==> config.mk <==
export PLATFORM = sky130hd
export DESIGN_NAME = program_loader
export DESIGN_NICKNAME = d
export VERILOG_FILES = /design/src/rtl/loader_pkg.sv /design/src/rtl/word_assembler.sv /design/src/rtl/program_loader.sv
export SDC_FILE = /design/constraint.sdc
export NUM_CORES = 1
export LEC_CHECK = 0
export CAP_MARGIN = 10
export CORE_ASPECT_RATIO = 1.25
export CORE_MARGIN = 2
export CORE_UTILIZATION = 25
export CTS_CLUSTER_SIZE = 12
export DETAILED_ROUTE_END_ITERATION = 16
export PLACE_DENSITY = 0.49
export SKIP_CTS_REPAIR_TIMING = 1
export SLEW_MARGIN = 20
export SYNTH_ARGS = -nofsm -noshare
export SYNTH_HDL_FRONTEND = slang
export SYNTH_SLANG_ARGS = --single-unit
export TNS_END_PERCENT = 5
==> constraint.sdc <==
create_clock -name clk -period 2.6 [get_ports clk]
set_input_delay 0.26 -clock clk [delete_from_list [all_inputs] [get_ports clk]]
set_output_delay 0.26 -clock clk [all_outputs]
set_load 0.02 [all_outputs]
==> src/rtl/loader_pkg.sv <==
// Shared types and constants for the program loader and its word assembler.
package loader_pkg;

  localparam int BYTES_PER_WORD = 4;
  localparam int IDX_W          = $clog2(BYTES_PER_WORD);
  localparam int DEFAULT_DEPTH  = 21;

  typedef enum logic [2:0] {
    IDLE  = 3'd0,
    CLEAR = 3'd1,
    RECV  = 3'd2,
    WRITE = 3'd3,
    DONE  = 3'd4
  } state_t;

endpackage

==> src/rtl/word_assembler.sv <==
// Collects bytes little-endian into a 32-bit word; flags the byte that completes it.
module word_assembler
  import loader_pkg::*;
(
  input  logic        clk,
  input  logic        rst,
  input  logic        clear,
  input  logic        accept,
  input  logic [7:0]  byte_in,
  output logic [31:0] word,
  output logic        complete
);

  logic [IDX_W-1:0] idx_q;
  logic [31:0]      word_q;

  // word already contains the byte being accepted this cycle
  always_comb begin
    word = word_q;
    if (accept) begin
      word[{idx_q, 3'b000} +: 8] = byte_in;
    end
  end

  assign complete = accept && (idx_q == IDX_W'(BYTES_PER_WORD - 1));

  always_ff @(posedge clk or posedge rst) begin
    if (rst) begin
      idx_q  <= '0;
      word_q <= '0;
    end else if (clear) begin
      idx_q  <= '0;
      word_q <= '0;
    end else if (accept) begin
      idx_q  <= idx_q + IDX_W'(1);
      word_q <= word;
    end
  end

endmodule

==> src/rtl/program_loader.sv <==
// Streams bytes into instruction memory: clear pulse, then one write per assembled word.
// Handshake: a byte transfers on a rising edge where byte_valid && byte_ready.
module program_loader
  import loader_pkg::*;
#(
  parameter int DEPTH = DEFAULT_DEPTH,
  parameter int CNT_W = 5
) (
  input  logic             clk,
  input  logic             reset,
  input  logic             start,
  input  logic [CNT_W-1:0] word_count,
  input  logic [7:0]       byte_in,
  input  logic             byte_valid,
  output logic             byte_ready,
  output logic             instruction_reset,
  output logic             write_signal,
  output logic [31:0]      write_address,
  output logic [31:0]      instruction_write,
  output logic             busy,
  output logic             done,
  output logic             error,
  output state_t           dbg_state
);

  localparam logic [CNT_W-1:0] DEPTH_C = CNT_W'(DEPTH);

  state_t           state_q, state_n;
  logic [CNT_W-1:0] count_q, addr_q, addr_inc, wa_q;
  logic [31:0]      iw_q;
  logic             error_q;
  logic             asm_clear, asm_accept, asm_complete;
  logic [31:0]      asm_word;

  assign asm_clear  = (state_q == CLEAR);
  assign asm_accept = (state_q == RECV) && byte_valid;
  assign addr_inc   = addr_q + CNT_W'(1);

  word_assembler u_asm (
    .clk      (clk),
    .rst      (reset),
    .clear    (asm_clear),
    .accept   (asm_accept),
    .byte_in  (byte_in),
    .word     (asm_word),
    .complete (asm_complete)
  );

  always_comb begin
    state_n = state_q;
    case (state_q)
      IDLE: begin
        if (start) begin
          if (word_count == '0)          state_n = DONE;
          else if (word_count <= DEPTH_C) state_n = CLEAR;
        end
      end
      CLEAR:   state_n = RECV;
      RECV:    if (asm_complete) state_n = WRITE;
      WRITE:   state_n = (addr_inc == count_q) ? DONE : RECV;
      DONE:    state_n = IDLE;
      default: state_n = IDLE;
    endcase
  end

  always_ff @(posedge clk or posedge reset) begin
    if (reset) begin
      state_q <= IDLE;
      count_q <= '0;
      addr_q  <= '0;
      wa_q    <= '0;
      iw_q    <= '0;
      error_q <= 1'b0;
    end else begin
      state_q <= state_n;
      if (state_q == IDLE && start && word_count != '0) begin
        if (word_count > DEPTH_C) begin
          error_q <= 1'b1;
        end else begin
          error_q <= 1'b0;
          count_q <= word_count;
        end
      end
      if (state_q == CLEAR) addr_q <= '0;
      if (state_q == WRITE) addr_q <= addr_inc;
      // capture the write port contents as the final byte lands; they hold through DONE
      if (asm_complete) begin
        wa_q <= addr_q;
        iw_q <= asm_word;
      end
    end
  end

  assign byte_ready        = (state_q == RECV);
  assign instruction_reset = (state_q == CLEAR);
  assign write_signal      = (state_q == WRITE);
  assign busy              = (state_q == CLEAR) || (state_q == RECV) || (state_q == WRITE);
  assign done              = (state_q == DONE);
  assign error             = error_q;
  assign write_address     = 32'(wa_q);
  assign instruction_write = iw_q;
  assign dbg_state         = state_q;

endmodule

==> results.ini <==
[synth]
synth_edf_count = 0
async_flop_share_pct = 100
synth.distinct_cells = 42
synth_top_flop_cell = dfrtp_1
syn_inst = 349
synth.cell_area_um2 = 3670
yosysWarnings = 0
ys_seq_area_share_pct = 52.5
ys_seq_elements = 77
syn_avg_cell_area_um2 = 10.5

[critical_path]
crit_required_ns = 2.34
cp_slowest_cell = dfrtp_1
critPathBufInv = 1
end_kind = primary output
worstPathMaxFanout = 11
crit_type = reg2out
cp-start-kind = register
crit_family = flip-flops
arrival_ns = 2.12
cpPeakStageDelay_ns = 0.65
crit_chain = nand2b_1 > nor2_1 > clkdlybuf4s50_1

[detailed_routing]
drc = 0
routed_wl_mm = 9.00
drtAntennaViolNets = 0
dr.pass1.iters = 4
wl_per_cell_um = 15.3
via_per_inst = 4.46
vias = 2626
drt_first_iter_violations = 116

[timing]
setup_viol = 0
fin_skew_ns = 0.00636
slew_headroom_pct = 56.2
max_freq_mhz = 420
hold_violations = 0
post-route-period-util_pct = 91.6
tns_ns = 0
maxSlewViolCount = 0
tightest_slew_ns = 0.657
period_minus_slack_ns = 2.38
rsz0062_at_grt = false

[die]
fp-row-count = 49
core_area_um2 = 14300
dieArea_um2 = 15700
die_w_um = 112
ios = 90
dieHeight_um = 139
start_util_pct = 25.6

[clocking]
cts_tree = yes
clk_latency_ns = 0.34
clock-root-buffer = clkbuf_16
cts_buffer_depth = 2
clk_pin_slew_ns = 0.06
numCtsBuffers = 9
cts_sinks = 77
htree_levels = 3

[hold_path]
min_path_type = in2async

[placed_design]
port_buffers = 62
hpwl_mm = 6.33
gp_congestion = 0.761

[finish]
seq_area_um2 = 1930
nets = 429
syn_to_final_growth_pct = 25.8
num-fill-cells = 1511
insertedDiodeCount = 0
final_layout_size_suffix_gt1_share_pct = 8.27
multi_input_area_um2 = 1450

[run]
drv_cap = 0

[global_routing]
grt_overflow = 0
grt_max_degree = 59
antenna_found_initial = 0
grt_first_pass_wirelength_mm = 14.7
grt_pass1_vias = 2713
grt_usage_pct = 12.0

[status]
status = finished clean

[power]
p_leak_nw = 2.08
p_per_area_nw_per_um2 = 1200
vdd_drop_max_mv = 0.378
p_total_mw = 5.56

-- flip-flops by register name (all words and copies together) (netlist names) --
register	count
addr_q	5
count_q	5
dbg_state	3
error	1
instruction_write	32
u_asm.idx_q	2
u_asm.word_q	24
wa_q	5
-- report_power, final --
group,switching (mW),internal [mW],total [mW]
Clock,0.496,0.741,1.24
Combinational,1.24,1.07,2.30
Sequential,0.340,1.68,2.02
Total,2.07,3.48,5.56
-- placed cells by master (no fill, tap or decap), types with 2 or more instances in the layout --
master	instances
buf_4	3
inv_1	9
and3_1	2
a22o_1	24
nand2b_1	10
xor2_1	3
clkinv_2	2
nand3_1	2
clkbuf_16	9
clkinvlp_4	2
xnor2_1	6
a21oi_1	9
dfrtp_1	77
o21ai_0	4
and4_1	2
a221oi_1	16
mux2_2	4
nor3_1	6
nor2_1	49
conb_1	27
clkdlybuf4s50_1	62
buf_12	2
nand2_1	45
ha_1	6
a31oi_1	8
-- Yosys cell counts (3+ instances only) --
master	number	area, um^2
a22o_1	24	210
xor2_1	3	26.3
dfrtp_1	77	1930
a31oi_1	8	50.1
buf_4	32	240
buf_2	6	30.0
inv_1	10	37.5
xnor2_1	6	52.6
o21ai_0	4	20.0
clkbuf_1	4	15.0
nand2b_1	10	62.6
nor2_1	49	184
a21oi_1	9	45.0
nor3_1	6	30.0
nand2_1	45	169
mux2_2	4	45.0
ha_1	6	75.1
a221oi_1	16	140
buf_6	3	33.8
-- layout make-up --
class	instances	share of cell area, %
sequential	77	41.8
multi-input combinational	241	31.5
timing repair buffer	67	14.8
clock buffer	10	4.96
tap	178	4.83
clock inverter	6	1.38
inverter	10	0.813
-- stage by stage --
stage	util, %	hold slack [ns]	cells	worst slack (ns)	area (um^2)
floorplan	-	0.391	375	0.373	3760
global placement	30.1	0.452	573	0.303	4320
detailed placement	30.1	0.461	573	0.226	4320
CTS	32.2	0.272	589	0.189	4610
global route	32.2	0.294	589	0.0512	4610
finish	32.2	0.259	589	0.218	4610
-- kinds of logic (layout without fill, tap and decap cells) --
kind of cell	after synthesis	in the layout	share of synthesized area, %
adders and majority gates	6	6	2.05
buffers and inverters	57	93	10.5
AOI/OAI and AO/OA	68	68	14.5
other	1	27	0.102
xor gates and xnor gates	9	9	2.15
and+or+nand+nor	126	126	16.6
muxes	5	5	1.54
DFF	77	77	52.5
-- per-layer routing --
| metal | vias to the layer above | global-route usage, % | share of wire, % |
|---|---|---|---|
| li1 | 1268 | - | - |
| met1 | 1271 | 14.8 | 44 |
| met2 | 77 | 19.9 | 49 |
| met3 | 10 | 3.35 | 5.3 |
| met4 | 0 | 4.81 | 1.3 |
| met5 | - | 0 | 0 |
-- final timing paths --
| path | start | endpoint | slack [ns] | cells after the start |
|---|---|---|---|---|
| setup reg to reg | dbg_state[0] | instruction_write[1] | 0.44 | 4 |
| hold reg to reg | u_asm.word_q[15] | u_asm.word_q[15] | 0.47 | 2 |
| max in group asynchronous | reset | u_asm.word_q[13] | 1.69 | 3 |
| setup / recovery | dbg_state[0] | write_signal | 0.22 | 3 |
| min in group clk | u_asm.word_q[15] | u_asm.word_q[15] | 0.47 | 2 |
| hold / removal | reset | count_q[4] | 0.26 | 2 |
(Power assumes the default switching activity.)
